===== src/rtl/word_load_ctrl.sv =====
// word_load_ctrl
//   Assembles a 32-bit word from a 16-bit switch bank, one half at a time.
//   BTNL requests a load of the upper half, BTNR a load of the lower half.
//   Each button is synchronised, debounced and edge-detected. The result is a
//   sticky request that a four-state sequencer services. The sequencer strobes
//   ld_hi / ld_lo and closes every sequence with a single upd pulse. The word
//   is shown as eight hex digits on a multiplexed seven-segment display.
//
//   Optional feature: define WORD_LOAD_CTRL_ZERO_BLANK_EN to blank the digits
//   above the most significant nonzero nibble. Digit 0 always shows.
//
// Parameters
//   DEBOUNCE_CYCLES  consecutive equal samples needed before a new button
//                    level is accepted (2..2^20)
//   SCAN_DIV         clock cycles each display digit is driven (2..2^20)
//
// Ports
//   clk        single clock, rising edge
//   RST_BTN_n  asynchronous active-low reset
//   SW[15:0]   value captured into the half-word being loaded
//   BTNL/BTNR  raw buttons: load upper / lower half
//   ld_hi      one-cycle strobe while the upper half is loaded
//   ld_lo      one-cycle strobe while the lower half is loaded
//   word[31:0] assembled word {upper, lower}
//   valid      both halves have been loaded at least once since reset
//   upd        one-cycle pulse when a load sequence commits
//   busy       sequencer is not idle
//   an[7:0]    digit enables, active-low one-hot
//   cc[6:0]    segments {g,f,e,d,c,b,a}, active-low
module word_load_ctrl #(
    parameter int DEBOUNCE_CYCLES = 16,
    parameter int SCAN_DIV        = 1024
) (
    input  logic        clk,
    input  logic        RST_BTN_n,
    input  logic [15:0] SW,
    input  logic        BTNL,
    input  logic        BTNR,
    output logic        ld_hi,
    output logic        ld_lo,
    output logic [31:0] word,
    output logic        valid,
    output logic        upd,
    output logic        busy,
    output logic [7:0]  an,
    output logic [6:0]  cc
);

    localparam int DB_W = $clog2(DEBOUNCE_CYCLES);
    localparam int SC_W = $clog2(SCAN_DIV);
    localparam logic [DB_W-1:0] DB_LAST = DB_W'(DEBOUNCE_CYCLES - 1);
    localparam logic [SC_W-1:0] SC_LAST = SC_W'(SCAN_DIV - 1);

    typedef enum logic [1:0] {IDLE, LOAD_HI, LOAD_LO, COMMIT} state_t;

    // Button vectors: bit 1 = left (upper half), bit 0 = right (lower half).
    logic [1:0]      btn_raw, sync1, sync2, level, accept, req;
    logic [DB_W-1:0] db_cnt [2];
    state_t          state, state_next;
    logic            pend_l, pend_r, hi_seen, lo_seen;
    logic [SC_W-1:0] scan_cnt;
    logic [2:0]      digit;

    assign btn_raw = {BTNL, BTNR};

    // NOTE: sequential state uses non-blocking assignments only, so every flop
    // samples the values present before the edge whatever the process order is.
    always_ff @(posedge clk or negedge RST_BTN_n) begin
        if (!RST_BTN_n) begin
            sync1 <= '0;
            sync2 <= '0;
        end else begin
            sync1 <= btn_raw;
            sync2 <= sync1;
        end
    end

    // A new level is accepted on the DEBOUNCE_CYCLES-th consecutive sample
    // that differs from the current one. Only a press (new level 1) requests.
    always_comb begin
        accept = '0;
        req    = '0;
        for (int i = 0; i < 2; i++) begin
            accept[i] = (sync2[i] != level[i]) && (db_cnt[i] == DB_LAST);
            req[i]    = accept[i] && sync2[i];
        end
    end

    // NOTE: the counter array is only two small registers, so it is reset like
    // any other flop. This returns both debouncers to the released state.
    always_ff @(posedge clk or negedge RST_BTN_n) begin
        if (!RST_BTN_n) begin
            level <= '0;
            for (int i = 0; i < 2; i++) db_cnt[i] <= '0;
        end else begin
            for (int i = 0; i < 2; i++) begin
                if (sync2[i] == level[i]) begin
                    db_cnt[i] <= '0;
                end else if (accept[i]) begin
                    db_cnt[i] <= '0;
                    level[i]  <= sync2[i];
                end else begin
                    db_cnt[i] <= db_cnt[i] + 1'b1;
                end
            end
        end
    end

    // Sequencer: state register
    always_ff @(posedge clk or negedge RST_BTN_n) begin
        if (!RST_BTN_n) state <= IDLE;
        else            state <= state_next;
    end

    // Sequencer: next state. The upper half goes first, so simultaneous
    // requests produce LOAD_HI, LOAD_LO, COMMIT.
    always_comb begin
        state_next = state;
        case (state)
            IDLE: begin
                if (pend_l)      state_next = LOAD_HI;
                else if (pend_r) state_next = LOAD_LO;
            end
            LOAD_HI: state_next = pend_r ? LOAD_LO : COMMIT;
            LOAD_LO: state_next = COMMIT;
            COMMIT:  state_next = IDLE;
            default: state_next = IDLE;
        endcase
    end

    // NOTE: every output gets a default before the case, so no latch is inferred.
    always_comb begin
        ld_hi = 1'b0;
        ld_lo = 1'b0;
        upd   = 1'b0;
        busy  = (state != IDLE);
        case (state)
            LOAD_HI: ld_hi = 1'b1;
            LOAD_LO: ld_lo = 1'b1;
            COMMIT:  upd   = 1'b1;
            default: ;
        endcase
    end

    // Pending flags, word halves and the valid flag. A flag is cleared in the
    // cycle it is serviced. A request landing in that same cycle keeps it set.
    always_ff @(posedge clk or negedge RST_BTN_n) begin
        if (!RST_BTN_n) begin
            pend_l  <= 1'b0;
            pend_r  <= 1'b0;
            word    <= '0;
            hi_seen <= 1'b0;
            lo_seen <= 1'b0;
            valid   <= 1'b0;
        end else begin
            pend_l <= (pend_l && (state != LOAD_HI)) || req[1];
            pend_r <= (pend_r && (state != LOAD_LO)) || req[0];
            if (state == LOAD_HI) begin
                word[31:16] <= SW;
                hi_seen     <= 1'b1;
            end
            if (state == LOAD_LO) begin
                word[15:0] <= SW;
                lo_seen    <= 1'b1;
            end
            if (state == COMMIT && hi_seen && lo_seen) valid <= 1'b1;
        end
    end

    function automatic logic [6:0] hex_glyph(input logic [3:0] n);
        logic [6:0] g;
        g = 7'b1111111;
        case (n)
            4'h0: g = 7'b1000000;
            4'h1: g = 7'b1111001;
            4'h2: g = 7'b0100100;
            4'h3: g = 7'b0110000;
            4'h4: g = 7'b0011001;
            4'h5: g = 7'b0010010;
            4'h6: g = 7'b0000010;
            4'h7: g = 7'b1111000;
            4'h8: g = 7'b0000000;
            4'h9: g = 7'b0010000;
            4'hA: g = 7'b0001000;
            4'hB: g = 7'b0000011;
            4'hC: g = 7'b1000110;
            4'hD: g = 7'b0100001;
            4'hE: g = 7'b0000110;
            4'hF: g = 7'b0001110;
            default: g = 7'b1111111;
        endcase
        return g;
    endfunction

    function automatic logic [6:0] digit_glyph(input logic [31:0] w, input logic [2:0] d);
        logic [6:0] g;
        g = hex_glyph(w[{d, 2'b00} +: 4]);
`ifdef WORD_LOAD_CTRL_ZERO_BLANK_EN
        // Blank when this nibble and every nibble above it are zero.
        if (d != 3'd0 && (w >> {d, 2'b00}) == 32'd0) g = 7'b1111111;
`endif
        return g;
    endfunction

    // Display scan. The segment pattern is registered together with the digit
    // change. A new word therefore shows from the next digit drive onward.
    always_ff @(posedge clk or negedge RST_BTN_n) begin
        if (!RST_BTN_n) begin
            scan_cnt <= '0;
            digit    <= 3'd0;
            cc       <= 7'b1000000;
        end else if (scan_cnt == SC_LAST) begin
            scan_cnt <= '0;
            digit    <= digit + 3'd1;
            cc       <= digit_glyph(word, digit + 3'd1);
        end else begin
            scan_cnt <= scan_cnt + 1'b1;
        end
    end

    assign an = ~(8'b0000_0001 << digit);

endmodule


===== config.mk =====
export PLATFORM = sky130hd
export DESIGN_NAME = word_load_ctrl
export DESIGN_NICKNAME = d
export VERILOG_FILES = /design/src/rtl/word_load_ctrl.sv
export SDC_FILE = /design/constraint.sdc
export NUM_CORES = 1
export LEC_CHECK = 0
export ABC_AREA = 1
export CORE_MARGIN = 2
export CORE_UTILIZATION = 47
export DETAILED_ROUTE_END_ITERATION = 6
export PLACE_DENSITY = 0.76
export SLEW_MARGIN = 5
export SYNTH_ARGS = -nofsm -noshare
export SYNTH_HDL_FRONTEND = slang
export SYNTH_SLANG_ARGS = --single-unit

===== constraint.sdc =====
create_clock -name clk -period 2.1 [get_ports clk]
set_clock_uncertainty 0.1 [all_clocks]
set_input_delay 0.315 -clock clk [delete_from_list [all_inputs] [get_ports clk]]
set_output_delay 0.315 -clock clk [all_outputs]
set_load 0.01 [all_outputs]

; ---- After elaboration in Yosys (flattened, before gate mapping)
; Memory sizes are Yosys's and may differ from the RTL's. A register that Yosys moved wholly into a read port is not among the register bits.
; Cells that the tools add are included.
[word_totals]
memories = 1
rom_bits = 112
input_bits = 20
wordCells = 66
regBits = 66
[classes]
eq_ne = 13
mux = 12
reduce_logical = 15
n_shift = 2
add_sub_neg = 4
bitwise_logic = 3
[memory_table]
columns = memory, words, width, read_ports, rd_ports_with_merged_regs, write_ports, line
row1 = (name not given), 16, 7, 1, 1, 0, 173  ; case (n)
[ops]
columns = operator, count
row1 = $shiftx A32 B6 Y4, 1
row2 = $mux W4, 4
row3 = $add A10 B1 Y10 const B, 1
row4 = $eq A10 B10 Y1 const B, 1
row5 = $mux W10, 1
row6 = $add A4 B1 Y4 const B, 2
row7 = $eq A4 B4 Y1 const B, 2
row8 = $logic_and A1 B1 Y1, 8
row9 = $not A8 Y8, 1
row10 = $pmux W2 S4, 1
row11 = $shl A1 B3 Y8 const A, 1
row12 = $eq A2 B2 Y1 const B, 2
row13 = $mux W1, 4
row14 = $mux W2, 2
row15 = $reduce_and A2 Y1, 2
row16 = $add A3 B1 Y3 const B, 1
row17 = $ne A3 B3 Y1 const B, 1
row18 = $eq A1 B1 Y1, 2
row19 = $eq A2 B1 Y1 const B, 1
row20 = $logic_not A2 Y1, 1
row21 = $logic_or A1 B1 Y1, 2
row22 = $ne A1 B1 Y1, 2
row23 = $ne A2 B1 Y1 const B, 1
row24 = $ne A2 B2 Y1 const B, 1
row25 = other kinds (3), 4

; ---- Logic depth before layout (Yosys ltp)
; Gate-level depths: netlist (run 1).
[logic_depth]
word_depth = 4
mapped_depth = 17

; ---- Worst setup path before layout (run 1)
; OpenSTA, ideal clock, no wires.
[synth_timing]
path_type = flip-flop to flip-flop
from = reg digit[0]
to = reg cc[3]
path_slack_ps = -145
t_required_ps = 1884
synth_period_minus_slack_ps = 2245
stages_incl_launch_ff = 17
arrival_ps = 2028
path_buffers = 2
cell_sequence = dfrtp_1 inv_2 buf_6 ha_1 buf_4 inv_4 nand3_1 nand2_1 nand2_1 nand2_2 inv_2 ha_1 nand3_1 nand3_1 nand2_1 nand2_1 nand2_1
[synth_via]
elab_chain_cells = 2
[synth_lines]
columns = element, line
row1 = "start, declared", 62  ; logic [2:0] digit;
row2 = "start signal, assigned", 214  ; digit <= digit + 3'd1;
row3 = $add A3 B1 Y3, 215  ; cc <= digit_glyph(word, digit + 3'd1);
row4 = $shiftx A32 B6 Y4, 197  ; g = hex_glyph(w[{d, 2'b00} +: 4]);
row5 = "end, declared", 46  ; output logic [6:0] cc
; Every way passes these cells.
; A chain may end at the register's enable or synchronous reset.

; ---- Worst setup path after layout (run 1)
[layout_timing]
from = reg digit[0]
to = reg cc[0]
; The elaborated chain is that of the path after synthesis.

==> results of run 1 <==
[metrics by stage]
step | instances | setup TNS, ns | cell area (um^2) | utilization [%] | worst slack (ns)
final | 639 | -0.04109 | 5034 | 65.48 | -0.03640
after global routing | 639 | -0.7162 | 5034 | 65.48 | -0.1650
after CTS | 637 | 0 | 4952 | 64.42 | 0.01015
after detailed placement | 614 | -0.2147 | 4648 | 60.47 | -0.07739
after global placement | 614 | -0.003194 | 4648 | 60.47 | -0.003194
after floorplan | 436 | -0.04808 | 3761 | - | -0.01879
[metal layers]
metal / vias to the layer above / track usage, % / share of wire, %
li1: 1556 / - / -
met1: 1469 / 28.08 / 46
met2: 88 / 34.18 / 47
met3: 5 / 6.265 / 6.4
met4: 0 / 5.147 / 0.59
met5: - / 0 / 0
[state kept, by name, indices dropped and copies added, names as in the netlist]
register  count
cc            7
db_cnt        8
digit         3
hi_seen       1
level         2
lo_seen       1
pend_l        1
pend_r        1
scan_cnt     10
state         2
sync1         2
sync2         2
valid         1
word         32
[kinds of logic (layout without fill, tap and decap cells)]
kind of cell	after synthesis	in the layout	synth area share [%]
buffers and inverters	71	172	8.426
and+or+nand+nor	213	213	25.75
adders and majority gates	20	20	6.768
xor gates and xnor gates	8	8	1.895
DFF	73	73	49.44
AOI/OAI and AO/OA	51	51	7.716
[path summary, 6_finish.rpt]
check / startpoint / endpoint / slack, ns / depth (start not counted)
min in group asynchronous: RST_BTN_n / word[29] / 0.34 / 2
setup reg to reg: digit[0] / cc[0] / -0.04 / 15
max in group asynchronous: RST_BTN_n / word[11] / 0.96 / 3
hold / removal: sync1[1] / sync2[1] / 0.25 / 0
setup / recovery: digit[0] / cc[0] / -0.04 / 15
hold reg to reg: sync1[1] / sync2[1] / 0.25 / 0
[cell usage in the layout (no fill, tap or decap), types with 2 or more instances in the layout]
cell type,synthesis,routed
nand3_2,3,9
nand2_1,147,143
xor2_1,6,6
buf_6,4,4
o21ai_2,3,2
inv_4,2,4
dlymetal6s2s_1,0,2
nand2_4,1,3
o211ai_1,3,3
nand2_2,5,7
xnor2_1,2,2
o21ai_0,35,35
inv_2,2,2
inv_1,54,51
clkinv_4,1,3
nor2_2,2,2
dfrtp_1,72,72
ha_4,0,4
dlygate4sd2_1,0,4
ha_1,20,13
nand3_4,1,3
clkdlybuf4s50_1,0,62
and2_1,2,2
a21oi_1,6,6
buf_4,1,19
nand4_1,2,2
nor3_1,3,3
nand3_1,30,22
a31o_2,2,2
nor2_4,2,2
nor2_1,10,10
or2_2,3,3
clkinvlp_4,0,2
ha_2,0,3
clkbuf_8,0,10
[where the power goes]
| group | leakage, nW | total, mW | internal, mW | switching, mW |
|---|---|---|---|---|
| Clock | 0.0985 | 1.11 | 0.582 | 0.530 |
| Combinational | 1.45 | 2.56 | 1.18 | 1.38 |
| Sequential | 0.913 | 2.00 | 1.76 | 0.239 |
[worst max-delay path: cells and delay by family (launching register included)]
family / cells / cell delay, ns
AND/OR/NAND/NOR: 9 / 0.78
flip-flops: 1 / 0.41
adder cells (fa/ha/maj): 2 / 0.40
buffers and inverters: 4 / 0.34
[final cells by class]
cell class / instances / area (um^2) / share of cell area, %
flip-flops and latches: 73 / 1828 / 36.32
multi-input cells: 292 / 1698 / 33.73
repair buffers: 97 / 933.4 / 18.54
inverters: 59 / 241.5 / 4.797
clock buffers: 10 / 137.6 / 2.734
well taps: 102 / 127.6 / 2.535
clock inverters: 6 / 67.56 / 1.342
[what timing repair did]
| action | in CTS | in global routing |
|---|---|---|
| endpoints found under the hold margin | 15 | 0 |
| setup endpoints to repair | 14 | 14 |
| setup buffers | 6 | 2 |
| gates cloned | 0 | 0 |
| pin swaps | 5 | 8 |
| hold buffers | 1 | 0 |
| gates resized for setup | 21 | 18 |
==> results.cfg, run 1 <==
[cts]
cts_buffer_depth = 2
cts.clk_slew.worst_paths_ns = 0.08
htreeDepth = 3
clkLatencyLatePin_ns = 0.35
cts_tree = yes
cts_num_sinks = 73
cts_root_buf = clkbuf_8
cts_buffers = 9

[floorplanning]
die_x_um = 92.70
die_h_um = 92.70
num_io_pins = 72
die_area_um2 = 8592
fp-row-count = 32
initial_core_util_pct = 48.10
core_um2 = 7687

[timing]
relSlewSlack_pct = 70.97
fin_ws_ns = -0.03640
worst_hold_slack_ns = 0.2526
rsz0062_at_grt = yes
setup_violations = 2
fmax_ghz = 0.4681
drv_slew = 0
worst_pin_slew_ns = 0.4355
min_period_ns = 2.136
hold_violations = 0
min_period_over_period_pct = 101.7

[routing]
drtIter0Drc = 162
vias_per_cell = 4.879
drt_wl_total_um = 8643
via_count = 3118
post_drt_wl_per_cell_um = 13.53
route.detailed.drc = 0
first_pass_iters = 4
ant_nets = 0

[grt]
antenna_found_initial = 0
grt_pass1_wl_um = 14210
gr-total-overflow = 0
grt_pass1_vias = 3075
grt_max_degree = 35
grtUsageTotal_pct = 21.11

[power]
power_mw = 5.668
p_leak_nw = 2.457
vdd_drop_max_uv = 789.4
powerDensity_nw_per_um2 = 1126

[logic_synthesis]
synth_top_area_share_pct = 48.73
synth_top_area_cell = dfrtp_1
synth-edff-count = 0
synthesis.instances = 436
yosys-top-cells-area = dfrtp_1, nand2_1, ha_1, inv_1, o21ai_0
synthesis.area_um2 = 3697
seq_area_frac_synth_pct = 49.44
synth_area_per_cell_um2 = 8.480
synth_cell_types = 35
ys_warn_count = 0
ys_ff_latch = 73
netlist_top_cells_count = nand2_1, dfrtp_1, inv_1
synth.most_common_cell = nand2_1
synth_nets = 476
synth_ff_type = dfrtp_1
synthArstFlopShare_pct = 100.0

[run_status]
violations = setup timing
outcome = finished, violations left

[critical_path]
cpMaxStageDelayCell = dfrtp_1
required_ns = 2.24
critical_path.max_fanout = 6
critPathKind = reg -> reg
cp_cell_sequence = buf_6 > inv_4 > ha_4 > inv_6 > nand3_2 > nand2_2 > nand2_2 > nand2_4 > inv_4 > ha_2 > nand3b_1 > nand3_1 > nand2_1 > nand2_1 > nand2_1
max_stage_delay_ns = 0.41
worstPathArrival_ns = 2.28
critPathMostFrequentCell = nand2_1
endpoint_kind = flop
start_kind = flop

[cells_and_area]
drive_gt1_share_pct = 17.50
nets = 572
diodes = 0
nFillCells = 636
synthToLayoutAreaGrowth_pct = 36.14

[placed_design]
gp_congestion = 0.8505
dp_hpwl_um = 6074
port_buffers = 71

[min_path]
hold_class = reg -> reg

[flow_run]
drv_cap = 0
Note: power is estimated with default switching activity, not from simulation.
==> inputs of run 2 (changes only) <==
Settings changed: ABC_AREA 1 to 0, CORE_UTILIZATION 47 to 51, CTS_CLUSTER_DIAMETER set to 60, DONT_BUFFER_PORTS set to 1, PLACE_DENSITY 0.76 to 0.69.
==> run 2 against run 1 <==
  * Largest cell class unchanged
  * The flow finishes with violations (hold timing, setup timing)
  * Setup slack got worse by 0.40 ns
  * Wire length shrank 17%
  * Global-route usage down 1.6 points
  * Maximum frequency decreased by 16%
  * Final area down 15%
==> results.cfg, run 2 <==
[timing]
min_period_ns = 2.541
fmax_ghz = 0.3935
relSlewSlack_pct = 76.70
rsz0062_at_grt = yes
drv_slew = 0
worst_pin_slew_ns = 0.3494
min_period_over_period_pct = 121.0
fin_ws_ns = -0.4411
setup_violations = 7
worst_hold_slack_ns = -0.4338
hold_violations = 73

[logic_synthesis]
synth_nets = 316
synthesis.area_um2 = 3495
synth_cell_types = 41
ys_ff_latch = 73
seq_area_frac_synth_pct = 52.31
synth_ff_type = dfrtp_1
netlist_top_cells_count = dfrtp_1, mux2_2, ha_1
synth_area_per_cell_um2 = 12.66
synthesis.instances = 276
ys_warn_count = 0
synthArstFlopShare_pct = 100.0
synth_top_area_cell = dfrtp_1
synth_top_area_share_pct = 51.56
yosys-top-cells-area = dfrtp_1, mux2_2, ha_1, mux4_2, inv_1
synth.most_common_cell = dfrtp_1
synth-edff-count = 0

[placed_design]
dp_hpwl_um = 4847
place_inst = 378
port_buffers = 0
gp_congestion = 0.7388

[cells_and_area]
largest_reg_flops = 32
fin_util_pct = 63.95
drive_gt1_share_pct = 36.06
final_cell_mix = dfrtp_1, buf_4, mux2_2, nand2_1, inv_1
largest_registers = word (32), scan_cnt (10), db_cnt (8)
fin_cells = 410
final_common_cell = dfrtp_1
top_register = word
synthToLayoutAreaGrowth_pct = 22.95
diodes = 0
nets = 365

[grt]
grt_pass1_vias = 2322
grt_max_degree = 74
antenna_found_initial = 0
grtUsageTotal_pct = 19.51
grt_pass1_wl_um = 11160
gr-total-overflow = 0

[cts]
cts_buffer_depth = 2
htreeDepth = 3
cts_num_sinks = 73
clkLatencyLatePin_ns = 0.34
cts.clk_slew.worst_paths_ns = 0.08
cts_tree = yes
cts_buffers = 9
cts_root_buf = clkbuf_8

[routing]
ant_nets = 0
dr_wl_met2_um = 3556
via_count = 2277
drt_wl_total_um = 7161
vias_per_cell = 5.554
top_layer_used = met4
first_pass_iters = 5
post_drt_wl_per_cell_um = 17.47
wl_met1_um = 3150
route.detailed.drc = 0
wl_met3_um = 332
drtIter0Drc = 81

[power]
p_leak_nw = 1.860
vdd_drop_max_uv = 761.6
powerDensity_nw_per_um2 = 1310
power_mw = 5.626

[floorplanning]
die_x_um = 86.78
initial_core_util_pct = 52.01
core_um2 = 6719
die_h_um = 86.78
fp-row-count = 30
die_area_um2 = 7530
num_io_pins = 72

[run_status]
outcome = finished, violations left
violations = hold timing, setup timing

[min_path]
hold_class = in -> async

[critical_path]
worstPathArrival_ns = 2.66
rrSetupSlack_ns = -0.44
cpMaxStageDelayCell = dfrtp_2
start_kind = flop
r2r_end = cc[3]
critical_path.max_fanout = 6
critPathKind = reg -> reg
required_ns = 2.22
r2r_cells = 9
rr_startpoint = digit[0]
critPathMostFrequentCell = ha_4
max_stage_delay_ns = 0.44
cp_cell_sequence = ha_1 > ha_4 > mux4_2 > mux2i_4 > inv_2 > ha_4 > mux2_4 > nor2_1 > a211oi_1
endpoint_kind = flop

[flow_run]
drv_cap = 0
## run 2: cell count changes after synthesis, moves of 8 or more
cell and change:
o21ai_0 -28, nand2_1 -130, mux4_2 +8, inv_1 -35, nand3_1 -23, mux2_2 +32
## run 2: logic make-up after synthesis
kind of cell | share of synthesized area, %
and+or+nand+nor | 7.590
muxes | 18.80
AOI/OAI and AO/OA | 6.695
buffers and inverters | 4.189
xor gates and xnor gates | 3.258
DFF | 52.31
adders and majority gates | 7.161
## run 2: worst max-delay path by stage
| stage | from | to | slack (ns) | depth (start not counted) |
|---|---|---|---|---|
| 3_5_place_dp | digit[0] | cc[3] | -0.60 | 9 |
| 6_report | digit[0] | cc[3] | -0.44 | 9 |
| 4_1_cts | digit[0] | cc[3] | -0.43 | 9 |
| 5_1_grt | digit[0] | cc[3] | -0.53 | 9 |
| 3_3_place_gp | digit[0] | cc[3] | -0.50 | 9 |
| 2_1_floorplan | digit[0] | cc[3] | -0.70 | 11 |
## run 2: critical path, delay by kind of cell (launching register included)
| kind | cells | cell delay (ns) |
|---|---|---|
| DFF | 1 | 0.44 |
| buffers and inverters | 1 | 0.10 |
| and+or+nand+nor | 1 | 0.10 |
| muxes | 3 | 0.83 |
| adders and majority gates | 3 | 0.77 |
| AOI/OAI and AO/OA | 1 | 0.07 |
## run 2: cell type report
| class | instances | area [um^2] |
|---|---|---|
| timing repair buffer | 50 | 436.7 |
| fill | 513 | 2422 |
| clock inverter | 5 | 78.83 |
| inverter | 19 | 75.07 |
| clock buffer | 11 | 141.4 |
| multi-input combinational | 172 | 1635 |
| tap | 80 | 100.1 |
| sequential | 73 | 1829 |
## run 2: where the power goes
group	internal, mW	switching (mW)	total (mW)
Sequential	1.77	0.367	2.13
Combinational	1.26	1.02	2.28
Clock	0.700	0.517	1.22
## run 2: timing repair
action                                  4_1_cts  5_1_grt
endpoints found under the setup margin        7        7
setup buffers                                 7        1
gates cloned                                  0        0
hold endpoints to repair                     75       80
gates resized for setup                      10        3
hold buffers                                  2        6
pin swaps                                     8        2
## run 2: per-stage QoR
| step | TNS [ns] | setup slack, ns | hold WS (ns) | instance area, um^2 |
|---|---|---|---|---|
| after CTS | -2.594 | -0.4251 | -0.4523 | 4210 |
| after global placement | -2.881 | -0.5012 | -0.07817 | 3859 |
| after global routing | -3.493 | -0.5259 | -0.4568 | 4297 |
| final | -2.743 | -0.4411 | -0.4338 | 4297 |
| after floorplan | -4.262 | -0.7008 | -0.08059 | 3541 |
| after detailed placement | -3.635 | -0.6004 | -0.07832 | 3859 |
## run 2: routing by layer
| metal | vias up | track usage (%) |
|---|---|---|
| li1 | 1066 | - |
| met1 | 1151 | 26.18 |
| met2 | 52 | 29.93 |
| met3 | 8 | 6.000 |
| met4 | 0 | 7.386 |
| met5 | - | 0 |
